[src/rtl/hazard_scoreboard_pkg.sv]
// Shared constants for the decode-stage register-write scoreboard.
// Latency classes give the bubble count a back-to-back dependent needs.
package hazard_scoreboard_pkg;

  localparam int REGFILE_LOGSIZE = 5;
  localparam int NUM_REGS        = 2 ** REGFILE_LOGSIZE;
  localparam int CNT_W           = 4;

  localparam logic [CNT_W-1:0] LAT_ALU  = CNT_W'(0);
  localparam logic [CNT_W-1:0] LAT_LOAD = CNT_W'(1);
  localparam logic [CNT_W-1:0] LAT_MUL  = CNT_W'(2);
  localparam logic [CNT_W-1:0] LAT_DIV  = {CNT_W{1'b1}};

endpackage

[src/rtl/sb_entry.sv]
// One scoreboard entry: a saturating countdown of cycles until the pending
// result of this register reaches the forwarding network.
module sb_entry #(
  parameter int CNT_W = hazard_scoreboard_pkg::CNT_W
) (
  input  logic             clk,
  input  logic             rst_n,
  input  logic             flush,
  input  logic             load_en,
  input  logic [CNT_W-1:0] load_val,
  output logic [CNT_W-1:0] cnt,
  output logic             busy
);

  logic [CNT_W-1:0] cnt_q;
  logic [CNT_W-1:0] cnt_d;
  logic [CNT_W-1:0] dec;

  // A newer write only ever lengthens the wait, so an older long-latency
  // producer is never hidden by a short one (WAW).
  always_comb begin
    dec   = (cnt_q != '0) ? cnt_q - CNT_W'(1) : '0;
    cnt_d = dec;
    if (load_en && (load_val > dec)) begin
      cnt_d = load_val;
    end
  end

  // NOTE: sequential state uses non-blocking assignments; reset is sampled
  // on the clock edge and, like flush, overrides a simultaneous load.
  always_ff @(posedge clk) begin
    if (!rst_n || flush) begin
      cnt_q <= '0;
    end else begin
      cnt_q <= cnt_d;
    end
  end

  assign cnt  = cnt_q;
  assign busy = |cnt_q;

endmodule

[src/rtl/hazard_scoreboard.sv]
// Decode-stage scoreboard: tracks multi-cycle producers until their results
// are forwardable and stalls decode on a source that is not yet available.
module hazard_scoreboard #(
  parameter int REGFILE_LOGSIZE = hazard_scoreboard_pkg::REGFILE_LOGSIZE,
  parameter int CNT_W           = hazard_scoreboard_pkg::CNT_W
) (
  input  logic                          clk,
  input  logic                          rst_n,
  input  logic                          issue_valid,
  input  logic                          issue_regwr,
  input  logic [REGFILE_LOGSIZE-1:0]    issue_rd,
  input  logic [CNT_W-1:0]              issue_lat,
  input  logic [REGFILE_LOGSIZE-1:0]    RegR1,
  input  logic [REGFILE_LOGSIZE-1:0]    RegR2,
  input  logic                          use_r1,
  input  logic                          use_r2,
  input  logic                          flush,
  output logic                          stall,
  output logic                          haz_r1,
  output logic                          haz_r2,
  output logic [2**REGFILE_LOGSIZE-1:0] pending
);

  localparam int N = 2 ** REGFILE_LOGSIZE;

  logic [CNT_W-1:0] cnt [N];
  logic             accept;

  // A stalled instruction is not issued, so its own destination is not
  // tracked until it actually leaves decode.
  assign accept = issue_valid && !stall && issue_regwr && (issue_rd != '0);

  // x0 is hardwired zero and never produces a hazard.
  assign cnt[0]     = '0;
  assign pending[0] = 1'b0;

  for (genvar r = 1; r < N; r++) begin : g_entry
    sb_entry #(
      .CNT_W (CNT_W)
    ) u_entry (
      .clk      (clk),
      .rst_n    (rst_n),
      .flush    (flush),
      .load_en  (accept && (issue_rd == REGFILE_LOGSIZE'(r))),
      .load_val (issue_lat),
      .cnt      (cnt[r]),
      .busy     (pending[r])
    );
  end

  // Read-port muxes stay purely combinational so the stall reacts in the
  // same cycle the dependent instruction sits in decode.
  assign haz_r1 = use_r1 && (RegR1 != '0) && (cnt[RegR1] != '0);
  assign haz_r2 = use_r2 && (RegR2 != '0) && (cnt[RegR2] != '0);
  assign stall  = haz_r1 | haz_r2;

endmodule

[config.mk]
export PLATFORM = sky130hd
export DESIGN_NAME = hazard_scoreboard
export DESIGN_NICKNAME = d
export VERILOG_FILES = /design/src/rtl/hazard_scoreboard_pkg.sv /design/src/rtl/sb_entry.sv /design/src/rtl/hazard_scoreboard.sv
export SDC_FILE = /design/constraint.sdc
export NUM_CORES = 1
export LEC_CHECK = 0
export CORE_AREA = 3 3 103 179
export DETAILED_ROUTE_END_ITERATION = 8
export DIE_AREA = 0 0 106 182
export PLACE_DENSITY = 0.79
export SYNTH_ARGS = -nofsm -noshare
export SYNTH_HDL_FRONTEND = slang
export SYNTH_SLANG_ARGS = --single-unit
[constraint.sdc]
create_clock -name clk -period 5.7 [get_ports clk]
set_input_delay 1.14 -clock clk [delete_from_list [all_inputs] [get_ports clk]]
set_output_delay 1.14 -clock clk [all_outputs]
set_load 0.02 [all_outputs]
==> results of run 1 <==
## Yosys cell counts, types with 3 or more instances
library cell | count | share of area
a2111oi_0 | 4 | 0.0034
a21oi_1 | 81 | 0.040
a31oi_1 | 3 | 0.0018
buf_4 | 32 | 0.024
clkbuf_1 | 33 | 0.012
dfxtp_1 | 124 | 0.24
ha_1 | 124 | 0.15
inv_1 | 25 | 0.0092
mux2i_1 | 128 | 0.13
mux4_2 | 8 | 0.018
nand2_1 | 55 | 0.020
nand2b_1 | 109 | 0.067
nand3_1 | 16 | 0.0079
nand4_1 | 29 | 0.018
nor2_1 | 94 | 0.035
nor2b_1 | 47 | 0.029
nor3_1 | 16 | 0.0079
nor3_2 | 6 | 0.0059
nor3_4 | 7 | 0.011
nor3b_1 | 31 | 0.023
nor4_1 | 23 | 0.014
nor4_4 | 3 | 0.0063
o2111ai_1 | 13 | 0.011
o211ai_1 | 5 | 0.0037
o21a_1 | 37 | 0.027
o21ai_0 | 47 | 0.023
or2_2 | 31 | 0.019
or4_1 | 5 | 0.0037
or4_4 | 8 | 0.0088
## critical path, stage by stage
cell	delay, ns
clkdlybuf4s50_1	0.62
clkinv_1	0.31
mux4_2	0.52
a21oi_1	0.15
a221oi_1	0.09
or4_1	0.58
nand2_1	0.20
clkdlybuf4s50_1	0.63
## cell type report
type | count | area [sq um] | share of cell area
Clock buffer | 18 | 429 | 0.0376
Clock inverter | 13 | 191 | 0.0168
Inverter | 28 | 113 | 0.00987
Multi-Input combinational cell | 953 | 7190 | 0.630
Sequential cell | 124 | 2480 | 0.218
Tap cell | 227 | 284 | 0.0249
Timing Repair Buffer | 78 | 718 | 0.0630
## through the flow
stage                     utilization  setup WS, ns  instances  total power [W]
after global routing            0.670         0.165       1441          0.00236
after detailed placement        0.634         0.302       1410          0.00115
after floorplan                     -          1.58       1174          0.00105
after CTS                       0.670         0.290       1441          0.00230
final                           0.670         0.291       1441          0.00229
after global placement          0.634         0.344       1410          0.00114
## how the worst max path moves through the flow
stage                  start      to  slack [ns]  depth (start not counted)
floorplan           RegR2[1]  haz_r2        1.58                          8
global placement    RegR2[0]   stall        0.34                          8
detailed placement  RegR2[0]   stall        0.30                          8
CTS                 RegR2[0]   stall        0.29                          8
global route        RegR2[1]   stall        0.16                          8
finish              RegR2[0]   stall        0.29                          8
## power by group through the flow
stage	sequential (W)	combinational, W	clock, W
after detailed placement	0.000887	0.000259	0
after floorplan	0.000887	0.000163	0
after global placement	0.000887	0.000254	0
after CTS	0.000868	0.000262	0.00117
final	0.000868	0.000265	0.00116
after global routing	0.000868	0.000290	0.00120
## cell families (layout without fill, tap and decap cells)
group,count (synthesis),count (layout),share of synthesized area
mux,138,138,0.146
simple gates,486,486,0.284
other cells,1,1,0.000368
compound gates,204,204,0.123
buf+inv,97,137,0.0510
flops,124,124,0.244
fa+ha+maj,124,124,0.152
## cell usage in the layout, fill, tap and decap left out, types with 37 or more instances in the layout
| cell | Yosys | final |
|---|---|---|
| a21oi_1 | 81 | 81 |
| clkdlybuf4s50_1 | 0 | 56 |
| dfxtp_1 | 124 | 124 |
| ha_1 | 124 | 124 |
| mux2i_1 | 128 | 128 |
| nand2_1 | 55 | 55 |
| nand2b_1 | 109 | 109 |
| nor2_1 | 94 | 94 |
| nor2b_1 | 47 | 46 |
| o21a_1 | 37 | 37 |
| o21ai_0 | 47 | 47 |
## layer usage
layer  track usage  up-vias
met5             0        -
met4         0.162        0
met3        0.0587       97
met2         0.521      313
met1         0.314     4298
li1              -     4310
==> run metrics, run 1 <==
status completed; vias in the first global route 9114; power share of the clock group 0.506; Final Max Slew Viols 0; Post-Layout Inst Area 11400 sq um; CP Data Required Time 4.56 ns; r2r endpoint g_entry[31].u_entry.cnt[1]; Psw 0.000598 W; wl on met1 10700 um; Synthesized Nets 1324; Final ANT Viol Nets 0; RD Place Congestion 0.940; setup TNS 0 ns; Filler Cells Inserted 1415; via count 9018; layout cells sized above 1 0.102; remaining global-route overflow 0; startpoint class of the critical path input port; worst slew pin tran 1.21 ns; I/O pin count 61; Switching Share 0.261; top_reg_cell synth dfxtp_1; nets@finish 1352; area delta synth->final 12.0%; Die Ht 182 um; sequential area share after synthesis 0.244; Clock transition at path regs 0.06 ns; final hold viol count 0; TritonCTS clock tree built; Via density 6.26; hold path cells 3; EDFF count, synth 0; WL/cell 19.2 um; Clock Path Buffers 2; Internal 0.00170 W; DRT Wirelength 27600 um; Placed Instance Area 10800 sq um; FFs w/ async S/R, synth 0; PostCTS Resize Cnt 0; Initial Util 0.598; Post-Syn Area 10200 sq um; # rows 63; Die Wd 106 um; Num CTS Buffers 17; clk_lat worst skew 0.43 ns; number of flip-flops in the largest register 124; DRC Markers 0; max layer used met4; Core Region 17000 sq um; final worst path period share 0.949; hold crit path type register to register; hold worst-path end g_entry[21].u_entry.cnt[0]; Global Route Usage Sum 0.291; diode count 0; P_leak 4.77 nW; met3 WL 1710 um; final setup fails 0; Pwr Density 201 nW/um^2; port bufs 59; clk sinks 124; Slew headroom 0.183; post-synth cell types 53; #FFs+latches synth 124; Achievable Freq 0.185 GHz; WL met2 13900 um; Reg2Reg Depth 9; first-pass GRT wire length 44700 um; Ys Warns 0; post-layout min period 5.41 ns; WP data arrival 4.27 ns; combinational fraction of design power 0.115; H-tree depth 4; Max Cap Viol 0; Seq pwr share 0.379; Setup Buffers After CTS 0; Root Buffer clkbuf_16; Worst Hold Launch g_entry[21].u_entry.cnt[0]; Cells after Synth 1174; Die Area 19300 sq um; Crit. End Element output port; WHS 0.590 ns; largest net degree at the start of global routing 92; Hold Buf Count CTS 0; initial antenna violation count 0; RR Startpoint g_entry[13].u_entry.cnt[2]; Setup Skew 0.0119 ns; CP Class input port to output port; flop-to-flop setup slack 1.99 ns; DR pass1 iterations 7; final HPWL from detailed placement 19400 um; CP Max Fanout 8; First DRT Iteration DRCs 445; Avg Inst Size Synth 8.68 sq um; RSZ-0062 raised after global routing no; Max rail drop VDD 0.160 mV
No activity file was read; power rests on OpenSTA's default activity.
==> inputs of run 2 (changes only) <==
--- a/config.mk
+++ b/config.mk
@@ -5,9 +5,9 @@
 export SDC_FILE = /design/constraint.sdc
 export NUM_CORES = 1
 export LEC_CHECK = 0
-export CORE_AREA = 3 3 103 179
+export CORE_AREA = 2 2 102 178
 export DETAILED_ROUTE_END_ITERATION = 8
-export DIE_AREA = 0 0 106 182
+export DIE_AREA = 0 0 104 180
 export PLACE_DENSITY = 0.79
 export SYNTH_ARGS = -nofsm -noshare
 export SYNTH_HDL_FRONTEND = slang
==> run 2 against run 1 <==
Register-to-register slack better by 0.23 ns. Combinational power about the same. Cell count up 0.42%. Via count up 0.90%.
==> run metrics, run 2 (synthesis results as in run 1) <==
WL/cell 19.3 um (+0.74%); clk sinks 124 (unchanged); post-layout min period 5.38 ns (-0.0257 ns); WP buf/inv 3 (unchanged); TritonCTS clock tree built; most common cell after layout, fill and taps aside mux2i_1; hold path cells 3 (unchanged); setup TNS 0 ns (unchanged); Achievable Freq 0.186 GHz (+0.48%); First DRT Iteration DRCs 425 (-4.5%); status completed; Clock transition at path regs 0.06 ns (about the same); I/O pin count 61 (unchanged); DRC Markers 0 (unchanged); Final Max Slew Viols 0 (unchanged); initial antenna violation count 0 (unchanged); Reg2Reg Depth 8 (-1); largest net degree at the start of global routing 61 (-34%); Die Ht 180 um (-1.1%); Slew headroom 0.181 (-0.00123); total power 0.00236 W (+3.0%); worst-path cell chain clkdlybuf4s50_1 > clkinv_1 > mux4_2 > a21oi_1 > a221oi_1 > or4_1 > nand2_1 > clkdlybuf4s50_1; final setup fails 0 (unchanged); Root Buffer clkbuf_16; crit-path leading delay family buffers and inverters; Via density 6.29 (+0.48%); layout cells sized above 1 0.104 (+0.00230); DRT Wirelength 27900 um (+1.2%); Crit. End Element output port; CP Class input port to output port; Filler Cells Inserted 1426 (+0.78%); final worst path period share 0.944 (-0.00452); Pwr Density 206 nW/um^2 (+2.5%); Die Area 18700 sq um (-3.0%); area delta synth->final 12.6%; startpoint class of the critical path input port; CP Max Fanout 8 (unchanged); RSZ-0062 raised after global routing no; Setup Buffers After CTS 0 (unchanged); DR pass1 iterations 7 (unchanged); WP data arrival 4.24 ns (-0.03 ns); final HPWL from detailed placement 19200 um (-0.61%); Clock Path Buffers 2 (unchanged); port bufs 59 (unchanged); CP max stage cell clkdlybuf4s50_1; Worst Hold Launch g_entry[25].u_entry.cnt[0]; Critical Path Max Stage Delay 0.63 ns (about the same); hold worst-path end g_entry[25].u_entry.cnt[0]; Initial Util 0.589 (-0.00935); commonest cells after routing, fill and taps aside mux2i_1, ha_1, dfxtp_1, nand2b_1, nor2_1; Max rail drop VDD 0.176 mV (+9.9%); clk_lat worst skew 0.43 ns (about the same); Die Wd 104 um (-1.9%); # rows 64 (+1.6%); first-pass GRT wire length 45300 um (+1.5%); remaining global-route overflow 0 (unchanged); PostCTS Resize Cnt 0 (unchanged); Setup Skew 0.0110 ns (-0.000860 ns); Hold Buf Count CTS 0 (unchanged); r2r endpoint g_entry[1].u_entry.cnt[0]; P_leak 4.80 nW (+0.51%); vias in the first global route 9326 (+2.3%); RR Startpoint g_entry[23].u_entry.cnt[2]; via count 9099 (+0.90%); Max Cap Viol 0 (unchanged); Num CTS Buffers 17 (unchanged); diode count 0 (unchanged); number of flip-flops in the largest register 124 (unchanged); RD Place Congestion 0.945 (+0.59%); flop-to-flop setup slack 2.22 ns (+0.23 ns); final hold viol count 0 (unchanged); worst slew pin tran 1.21 ns (-0.00401 ns); Global Route Usage Sum 0.302 (+0.0117); Final ANT Viol Nets 0 (unchanged); H-tree depth 4 (unchanged); nets@finish 1354 (+0.15%); Core Region 17300 sq um (+1.6%); most frequent CP cell clkdlybuf4s50_1; hold crit path type register to register; CP Data Required Time 4.56 ns (about the same)
## run 2: worst min-delay path, stage by stage, from the launching register on
cell and delay [ns]:
dfxtp_1 0.36, nor2_1 0.07, nand2_1 0.05, mux2i_1 0.05
## run 2: report_power, final
| part | total (W) | switching (W) | internal (W) |
|---|---|---|---|
| sequential | 0.000868 | 0.000000770 | 0.000867 |
| combinational | 0.000268 | 0.000172 | 0.0000962 |
| clock | 0.00123 | 0.000438 | 0.000789 |
## run 2: layout make-up
class                      count  area [sq um]  area share
clock buffer                  18           439      0.0383
clock inverter                13           216      0.0189
inverter                      28           113     0.00982
multi-input combinational    953          7190       0.627
sequential                   124          2480       0.217
tap                          231           289      0.0252
timing repair buffer          80           733      0.0640
## run 2: how the worst max path moves through the flow
stage               startpoint  endpoint  slack, ns  depth (start not counted)
global route          RegR2[1]     stall       0.19                          8
detailed placement    RegR2[0]     stall       0.29                          8
CTS                   RegR2[0]     stall       0.29                          8
global placement      RegR2[0]     stall       0.33                          8
finish                RegR2[0]     stall       0.32                          8
floorplan             RegR2[1]    haz_r2       1.58                          8
## run 2: metal layers
layer / GRT usage / routed length, um / up-vias
li1: - / - / 4309
met1: 0.326 / 10800 / 4357
met2: 0.538 / 14000 / 324
met3: 0.0544 / 1590 / 109
met4: 0.192 / 1570 / 0
met5: 0 / 0 / -
## run 2: per-stage QoR
stage	utilization	std cells	setup WS [ns]	hold slack (ns)	area, sq um
final	0.663	1447	0.317	0.586	11500
after global routing	0.663	1447	0.191	0.618	11500
after CTS	0.663	1447	0.288	0.587	11500
after detailed placement	0.625	1416	0.287	0.578	10800
after global placement	0.625	1416	0.329	0.551	10800
after floorplan	-	1174	1.58	0.519	10200
